[src/rtl/pwm_update_scheduler.sv]
// pwm_update_scheduler: arbitrates the PWM register-file bus between host accesses and a staged period/compare update engine.
// Ports: clk, rst_n (async active-low); host_* decoder bus in, host_rdata out; regs_* register-file bus;
// counter_val/cnt_en boundary sources; upd_* valid/ready update request; upd_done, busy, sync_timeout status.
// Macro UPD_COUNT_RESET_EN: when defined, each update ends with a write of 0x00 to addr 0x07 to restart the counter.
module pwm_update_scheduler #(
  parameter int TIMEOUT_CYCLES = 65535
) (
  input  logic        clk,
  input  logic        rst_n,
  input  logic        host_read,
  input  logic        host_write,
  input  logic [5:0]  host_addr,
  input  logic [7:0]  host_wdata,
  output logic [7:0]  host_rdata,
  output logic        regs_read,
  output logic        regs_write,
  output logic [5:0]  regs_addr,
  output logic [7:0]  regs_wdata,
  input  logic [7:0]  regs_rdata,
  input  logic [15:0] counter_val,
  input  logic        cnt_en,
  input  logic        upd_valid,
  output logic        upd_ready,
  input  logic [15:0] upd_period,
  input  logic [15:0] upd_cmp1,
  input  logic [15:0] upd_cmp2,
  input  logic [2:0]  upd_mask,
  input  logic        upd_sync,
  output logic        upd_done,
  output logic        busy,
  output logic        sync_timeout
);
  typedef enum logic [1:0] {IDLE, WAIT_SYNC, WRITE, DONE} state_t;
`ifdef UPD_COUNT_RESET_EN
  localparam logic CNT_RST = 1'b1;
`else
  localparam logic CNT_RST = 1'b0;
`endif
  state_t state, state_next;
  logic [6:0] pend, pend_next, pend_init, pend_left;
  logic [15:0] wcnt, wcnt_next, period, cmp1, cmp2;
  logic timeout_next, host, accept, boundary, expire, engine;
  logic [2:0] idx;
  logic [55:0] bytes;
  logic [5:0] byte_addr;
  logic [7:0] byte_data;
  // One pending bit per byte slot, low byte first; slot 6 is the optional counter restart.
  assign pend_init = {CNT_RST, upd_mask[2], upd_mask[2], upd_mask[1], upd_mask[1], upd_mask[0], upd_mask[0]};
  assign pend_left = pend & (pend - 7'd1);
  assign host = host_read | host_write;
  assign accept = upd_valid && state == IDLE;
  assign boundary = !cnt_en || counter_val == 16'h0000;
  assign expire = wcnt == 16'(TIMEOUT_CYCLES - 1);
  assign engine = state == WRITE;
  assign bytes = {8'h00, cmp2, cmp1, period};
  assign byte_addr = idx < 3'd2 ? {3'b000, idx} : {3'b000, idx} + 6'd1;
  assign byte_data = bytes[{idx, 3'b000} +: 8];
  assign host_rdata = regs_rdata;
  assign regs_read = host ? host_read : 1'b0;
  assign regs_write = host ? host_write : engine;
  assign regs_addr = host ? host_addr : engine ? byte_addr : 6'd0;
  assign regs_wdata = host ? host_wdata : engine ? byte_data : 8'd0;
  assign upd_ready = state == IDLE;
  assign upd_done = state == DONE;
  assign busy = state != IDLE;
  always_comb begin
    idx = 3'd0;
    for (int i = 6; i >= 0; i--) if (pend[i]) idx = 3'(i);
  end
  always_comb begin
    state_next = state;
    pend_next = pend;
    wcnt_next = wcnt;
    timeout_next = sync_timeout;
    case (state)
      IDLE: if (accept) begin
        pend_next = pend_init;
        wcnt_next = 16'd0;
        timeout_next = 1'b0;
        state_next = pend_init == 7'd0 ? DONE : (upd_sync && |upd_mask) ? WAIT_SYNC : WRITE;
      end
      WAIT_SYNC: begin
        wcnt_next = wcnt + 16'd1;
        state_next = (boundary || expire) ? WRITE : WAIT_SYNC;
        timeout_next = !boundary && expire ? 1'b1 : sync_timeout;
      end
      WRITE: if (!host) begin
        pend_next = pend_left;
        state_next = pend_left == 7'd0 ? DONE : WRITE;
      end
      default: state_next = IDLE;
    endcase
  end
  always_ff @(posedge clk or negedge rst_n) begin
    if (!rst_n) begin
      state <= IDLE;
      pend <= 7'd0;
      wcnt <= 16'd0;
      sync_timeout <= 1'b0;
      period <= 16'd0;
      cmp1 <= 16'd0;
      cmp2 <= 16'd0;
    end else begin
      state <= state_next;
      pend <= pend_next;
      wcnt <= wcnt_next;
      sync_timeout <= timeout_next;
      if (accept) begin
        period <= upd_period;
        cmp1 <= upd_cmp1;
        cmp2 <= upd_cmp2;
      end
    end
  end
endmodule

[config.mk]
export PLATFORM = sky130hd
export DESIGN_NAME = pwm_update_scheduler
export DESIGN_NICKNAME = d
export VERILOG_FILES = /design/src/rtl/pwm_update_scheduler.sv
export SDC_FILE = /design/constraint.sdc
export NUM_CORES = 1
export LEC_CHECK = 0
export CAP_MARGIN = 0
export CORE_MARGIN = 2
export CORE_UTILIZATION = 35
export DETAILED_ROUTE_END_ITERATION = 8
export PLACE_DENSITY = 0.6
export SYNTH_ARGS = -nofsm -noshare
export SYNTH_HDL_FRONTEND = slang
export SYNTH_SLANG_ARGS = --single-unit
export TNS_END_PERCENT = 20
[constraint.sdc]
create_clock -name clk -period 4.5 [get_ports clk]
set_input_delay 0.675 -clock clk [delete_from_list [all_inputs] [get_ports clk]]
set_output_delay 0.675 -clock clk [all_outputs]
set_load 0.02 [all_outputs]
==> reports/qor.yml, run 1 <==
status: "completed"
die_h_um: 110.9
power_leakage_nw: 2.427
diodes: 0
cts_setup_buffers: 0
rrSetupSlack_ns: 2.38
cp.depth: 6
hold_class: "in2async"
path_clk_slew_ns: 0.06
drt_iter0_markers: 203
clockBufferDepth: 2
route.detailed.drc: 0
cts_tree: "done"
synth_edf_count: 0
dr.pass1.iters: 4
finalClockSkew_ns: 0.008156
max_freq_mhz: 269.3
hold_viol: 0
tns_ns: 0
place.gp.congestion: 0.8200
synth_seq_cells: 74
worstSetupPathType: "reg2out"
critPathBufInv: 1
grt_overflow: 0
clkSinkCount: 74
grt_use_total_pct: 18.47
hpwl_um: 8231
synth_area_um2: 3998
pin_count: 124
wirelength_um: 11110
path_delay_family: "simple AND/OR/NAND/NOR gates"
syn_area_per_cell_um2: 8.294
drv_slew: 0
synthFlopType: "dfrtp_1"
setup_viol: 0
worstPathArrival_ns: 3.04
numPortBuffers: 107
viasPerCell: 5.096
min_period_over_period_pct: 82.52
syn-instance-count: 482
rsz0062_at_grt: "false"
ant_nets: 0
path_cells: "or4_4 -> nor2_8 -> mux2i_1 -> o21ai_0 -> a2bb2oi_1 -> clkdlybuf4s50_1"
grt_pass1_vias: 3702
ir_drop_mv: 0.2528
core_um2: 11270
clk_latency_ns: 0.33
drive_above_1_share_pct: 4.870
synth_nets: 581
grt_pass1_wl_um: 18620
slowest_delay_ns: 0.64
ys_seq_area_share_pct: 46.32
vias: 3659
required_ns: 3.83
stdcell_area_um2: 5400
pre_cts_ws_ns: 0.8391
die_x_um: 110.9
die_area_um2: 12290
startpoint_type: "flip-flop"
slowest_stage: "clkdlybuf4s50_1"
totalPowerFinal_mw: 3.152
wl_per_cell_um: 15.48
postLayoutSetupSlackWorst_ns: 0.7865
rows: 39
syn_to_final_growth_pct: 35.09
maxCapViolCount: 0
hold_ws_ns: 0.3080
relSlewSlack_pct: 34.95
grt_max_degree: 53
root_buffer: "clkbuf_16"
cp_max_fo: 16
async_flop_share_pct: 100.0
cp-end-kind: "primary output"
synth.distinct_cells: 47
tightest_slew_ns: 0.9737
htree_levels: 3
yosys_warnings: 0
initial_core_util_pct: 35.46
antenna_found_initial: 0
cellPowerDensity_nw_per_um2: 583.7
cts_made_buffers: 9
reg2reg_depth: 5
fin_nets: 669
r2r-end: "state[0]"
min_period_ns: 3.714
cts_hold_buf: 0
cts_resized: 0
dpl_cell_area_um2: 5090
r2r-start: "state[1]"
-- placed cells by master (no fill, tap or decap), types with 2 or more instances in the layout --
cell / instances
a22o_1: 3
xor2_1: 3
buf_4: 4
and2_1: 4
inv_6: 3
o22ai_1: 8
or3_1: 2
nor3_1: 5
nand4_1: 9
a31oi_1: 5
a2bb2oi_1: 7
ha_1: 3
inv_1: 8
nor2_1: 26
o21ai_1: 8
nand2b_1: 6
a21oi_1: 13
nand2_1: 166
o21ai_0: 34
mux2i_1: 22
nor2b_1: 2
clkdlybuf4s50_1: 106
clkinvlp_4: 2
o21a_1: 2
dfrtp_1: 74
clkbuf_16: 9
nand3_1: 8
and3_1: 4
nor4_1: 7
-- power breakdown --
part | switching (mW) | total [mW] | internal [mW]
Combinational | 0.724 | 1.30 | 0.578
Sequential | 0.205 | 1.11 | 0.905
Clock | 0.290 | 0.741 | 0.450
Total | 1.22 | 3.15 | 1.93
-- per-layer routing --
metal | up-vias | global-route usage, % | wire, um
met2 | 93 | 30.22 | 5305
met5 | - | 0 | 0
li1 | 1804 | - | -
met1 | 1748 | 25.45 | 5163
met3 | 14 | 1.914 | 429
met4 | 0 | 6.917 | 214
-- flip-flops by register name, indices dropped and copies added (netlist names) --
register / cells
period: 16
cmp1: 16
cmp2: 16
wcnt: 16
pend: 7
sync_timeout: 1
state: 2
-- logic make-up after synthesis --
kind of cell,share of synthesized area [%]
DFF,46.32
AOI/OAI and AO/OA,13.90
buffers and inverters,5.352
muxes,6.072
and+or+nand+nor,26.51
xor gates and xnor gates,0.6574
adders and majority gates,1.189
-- cells in the mapped netlist, drive strengths merged, types with 3 or more instances --
cell | number | area (um2)
a21oi | 13 | 65.06
a22o | 3 | 26.28
a2bb2oi | 7 | 61.31
a31oi | 5 | 31.28
and2 | 5 | 31.28
and3 | 4 | 25.02
buf | 12 | 101.4
clkbuf | 22 | 82.58
dfrtp | 74 | 1852
ha | 3 | 37.54
inv | 8 | 30.03
mux2i | 22 | 220.2
nand2 | 166 | 623.1
nand2b | 6 | 37.54
nand3 | 8 | 40.04
nand4 | 9 | 56.30
nor2 | 27 | 117.6
nor3 | 6 | 35.03
nor4 | 7 | 43.79
o21ai | 42 | 210.2
o22ai | 8 | 50.05
xor2 | 3 | 26.28
-- area by class of cell --
cell class	count	area, um2
inverter	8	30.03
fill	1096	5872
multi-input combinational	366	1933
clock inverter	6	71.32
sequential	74	1852
clock buffer	10	239.0
tap	143	178.9
timing repair buffer	111	1096
-- worst max path at each step --
stage	startpoint	end	slack (ns)
5_1_grt	host_read	regs_wdata[3]	0.64
3_3_place_gp	host_read	regs_wdata[3]	0.88
2_1_floorplan	pend[3]	regs_wdata[5]	1.79
6_report	pend[3]	regs_wdata[5]	0.79
3_5_place_dp	host_read	regs_wdata[3]	0.84
4_1_cts	pend[3]	regs_wdata[5]	0.79
-- metrics by stage --
step	utilization (%)	cells
detailed placement	45.15	702
floorplan	-	482
global placement	45.15	702
CTS	47.91	718
global route	47.91	718
finish	47.91	718
Power figures use the tool's default switching activity.
==> inputs of run 2 (changes only) <==
- PLACE_DENSITY: 0.6 -> 0.62
- clock period: 4.5 -> 3.2 ns (I/O delays scaled with it)
==> reports/qor.yml, run 2 (same netlist as run 1, synthesis figures left out) <==
status: "completed"
grt_max_degree: 75  # +42%
fin_cells: 735  # +2.4%
hpwl_um: 8184  # -0.57%
route.detailed.drc: 0  # unchanged
rows: 39  # unchanged
top_layer: "met4"
rsz0062_at_grt: "false"
cts_hold_buf: 0  # unchanged
path_clk_slew_ns: 0.06  # about the same
finalClockSkew_ns: 0.01007  # +0.001919 ns
cp_max_fo: 9  # -7
dpl_cell_area_um2: 5172  # +1.6%
combPwrFrac_pct: 43.9  # +2.6 points
htree_levels: 3  # unchanged
startpoint_type: "flip-flop"
worstSetupPathType: "reg2out"
grt_use_total_pct: 18.84  # +0.36 points
clockBufferDepth: 2  # unchanged
seqPwrFrac_pct: 33.4  # -1.8 points
clkSinkCount: 74  # unchanged
ant_nets: 0  # unchanged
cts_tree: "done"
antenna_found_initial: 0  # unchanged
viasPerCell: 5.037  # -1.2%
die_area_um2: 12290  # unchanged
numPortBuffers: 107  # unchanged
clk_latency_ns: 0.34  # about the same
diodes: 0  # unchanged
p_sw_mw: 1.816  # +49%
initial_core_util_pct: 35.46  # unchanged
hold_class: "in2async"
stdcell_area_um2: 5565  # +3.1%
tns_ns: 0  # unchanged
cp-end-kind: "primary output"
layout_common_cells: "nand2_1 (165), clkdlybuf4s50_1 (98), dfrtp_1 (71)"
clkPwrFrac_pct: 22.7  # -0.8 points
wl_met3_um: 420  # -2.1%
hold_viol: 0  # unchanged
maxCapViolCount: 0  # unchanged
grt_overflow: 0  # unchanged
dr.pass1.iters: 5  # +1
intPower_mw: 2.870  # +49%
core_um2: 11270  # unchanged
min_period_over_period_pct: 97.51
fin_nets: 686  # +2.5%
tightest_slew_ns: 0.9984  # +0.02473 ns
place.gp.congestion: 0.8438  # +2.9%
setup_viol: 0  # unchanged
required_ns: 2.72  # -1.11 ns
wl_met1_um: 5415  # +4.9%
cellPowerDensity_nw_per_um2: 842.0  # +44%
final_util_pct: 49.37  # +1.5 points
power_leakage_nw: 2.540  # +4.7%
ir_drop_mv: 0.4925  # +95%
relSlewSlack_pct: 33.30  # -1.7 points
wl_per_cell_um: 15.35  # -0.80%
max_freq_mhz: 320.5
syn_to_final_growth_pct: 39.22
dr_wl_met2_um: 5270  # -0.66%
cts_made_buffers: 9  # unchanged
min_period_ns: 3.120
switching_share_pct: 38.76  # +0.072 points
grt_pass1_wl_um: 18860  # +1.3%
final_common_cell: "nand2_1"
pin_count: 124  # unchanged
vias: 3702  # +1.2%
drv_slew: 0  # unchanged
regArea_um2: 1856  # +0.20%
root_buffer: "clkbuf_16"
die_x_um: 110.9  # unchanged
place_inst: 713  # +1.6%
multi_input_area_um2: 1953  # +1.0%
wirelength_um: 11290  # +1.5%
worstPathArrival_ns: 2.64  # -0.40 ns
drive_above_1_share_pct: 8.446  # +3.6 points
num-fill-cells: 1076  # -1.8%
drt_iter0_markers: 209  # +3.0%
grt_pass1_vias: 3726  # +0.65%
die_h_um: 110.9  # unchanged
run 2: through the flow:
stage | power [mW] | hold slack (ns) | setup slack, ns
floorplan | 2.839 | 0.1844 | 0.6805
global placement | 3.451 | 0.4585 | 0.1789
detailed placement | 3.482 | 0.4625 | 0.08993
CTS | 4.641 | 0.4070 | 0.02816
global route | 5.011 | 0.4566 | 0.01084
finish | 4.686 | 0.3442 | 0.07973
run 2: metal layers:
layer / GRT usage [%] / vias to the layer above
met1: 26.28 / 1770
li1: - / 1839
met4: 5.167 / 0
met2: 29.98 / 78
met3: 3.773 / 15
met5: 0 / -
run 2: power groups by stage:
| stage | logic, mW | registers (mW) | clock network [mW] |
|---|---|---|---|
| 2_1_floorplan | 1.42 | 1.42 | 0 |
| 3_3_place_gp | 1.88 | 1.57 | 0 |
| 3_5_place_dp | 1.92 | 1.56 | 0 |
| 4_1_cts | 2.01 | 1.56 | 1.07 |
| 5_1_grt | 2.28 | 1.61 | 1.12 |
| 6_report | 2.06 | 1.56 | 1.06 |
run 2: final cells by class:
| class | instances | share of cell area [%] |
|---|---|---|
| clock inverter | 7 | 1.506 |
| timing repair buffer | 128 | 22.26 |
| inverter | 8 | 0.5396 |
| multi-input combinational | 366 | 35.09 |
| tap | 143 | 3.215 |
| clock buffer | 9 | 4.047 |
| sequential | 74 | 33.34 |
run 2: timing repair:
action,CTS,global route
resized for setup,10,4
pin swaps,1,1
setup endpoints to repair,10,4
setup buffers,3,3
gates cloned,0,0
run 2: path summary, 6_finish.rpt:
path	depth (start not counted)	slack [ns]	startpoint	to
worst max-delay path	7	0.08	pend[3]	regs_addr[0]
worst min-delay path	2	0.34	rst_n	period[1]
worst max register to register	6	1.34	wcnt[0]	wcnt[14]
worst min register to register	2	0.48	cmp1[9]	cmp1[9]
max in group asynchronous	2	2.17	rst_n	pend[5]
min in group clk	2	0.48	cmp1[9]	cmp1[9]
run 2: worst max-delay path, cell delays in order, from the launching register on:
cell and delay [ns]:
dfrtp_2 0.47, or4_4 0.61, nor2_8 0.15, buf_12 0.14
nor2_1 0.07, xor2_1 0.14, o21ai_1 0.12, clkdlybuf4s50_1 0.61
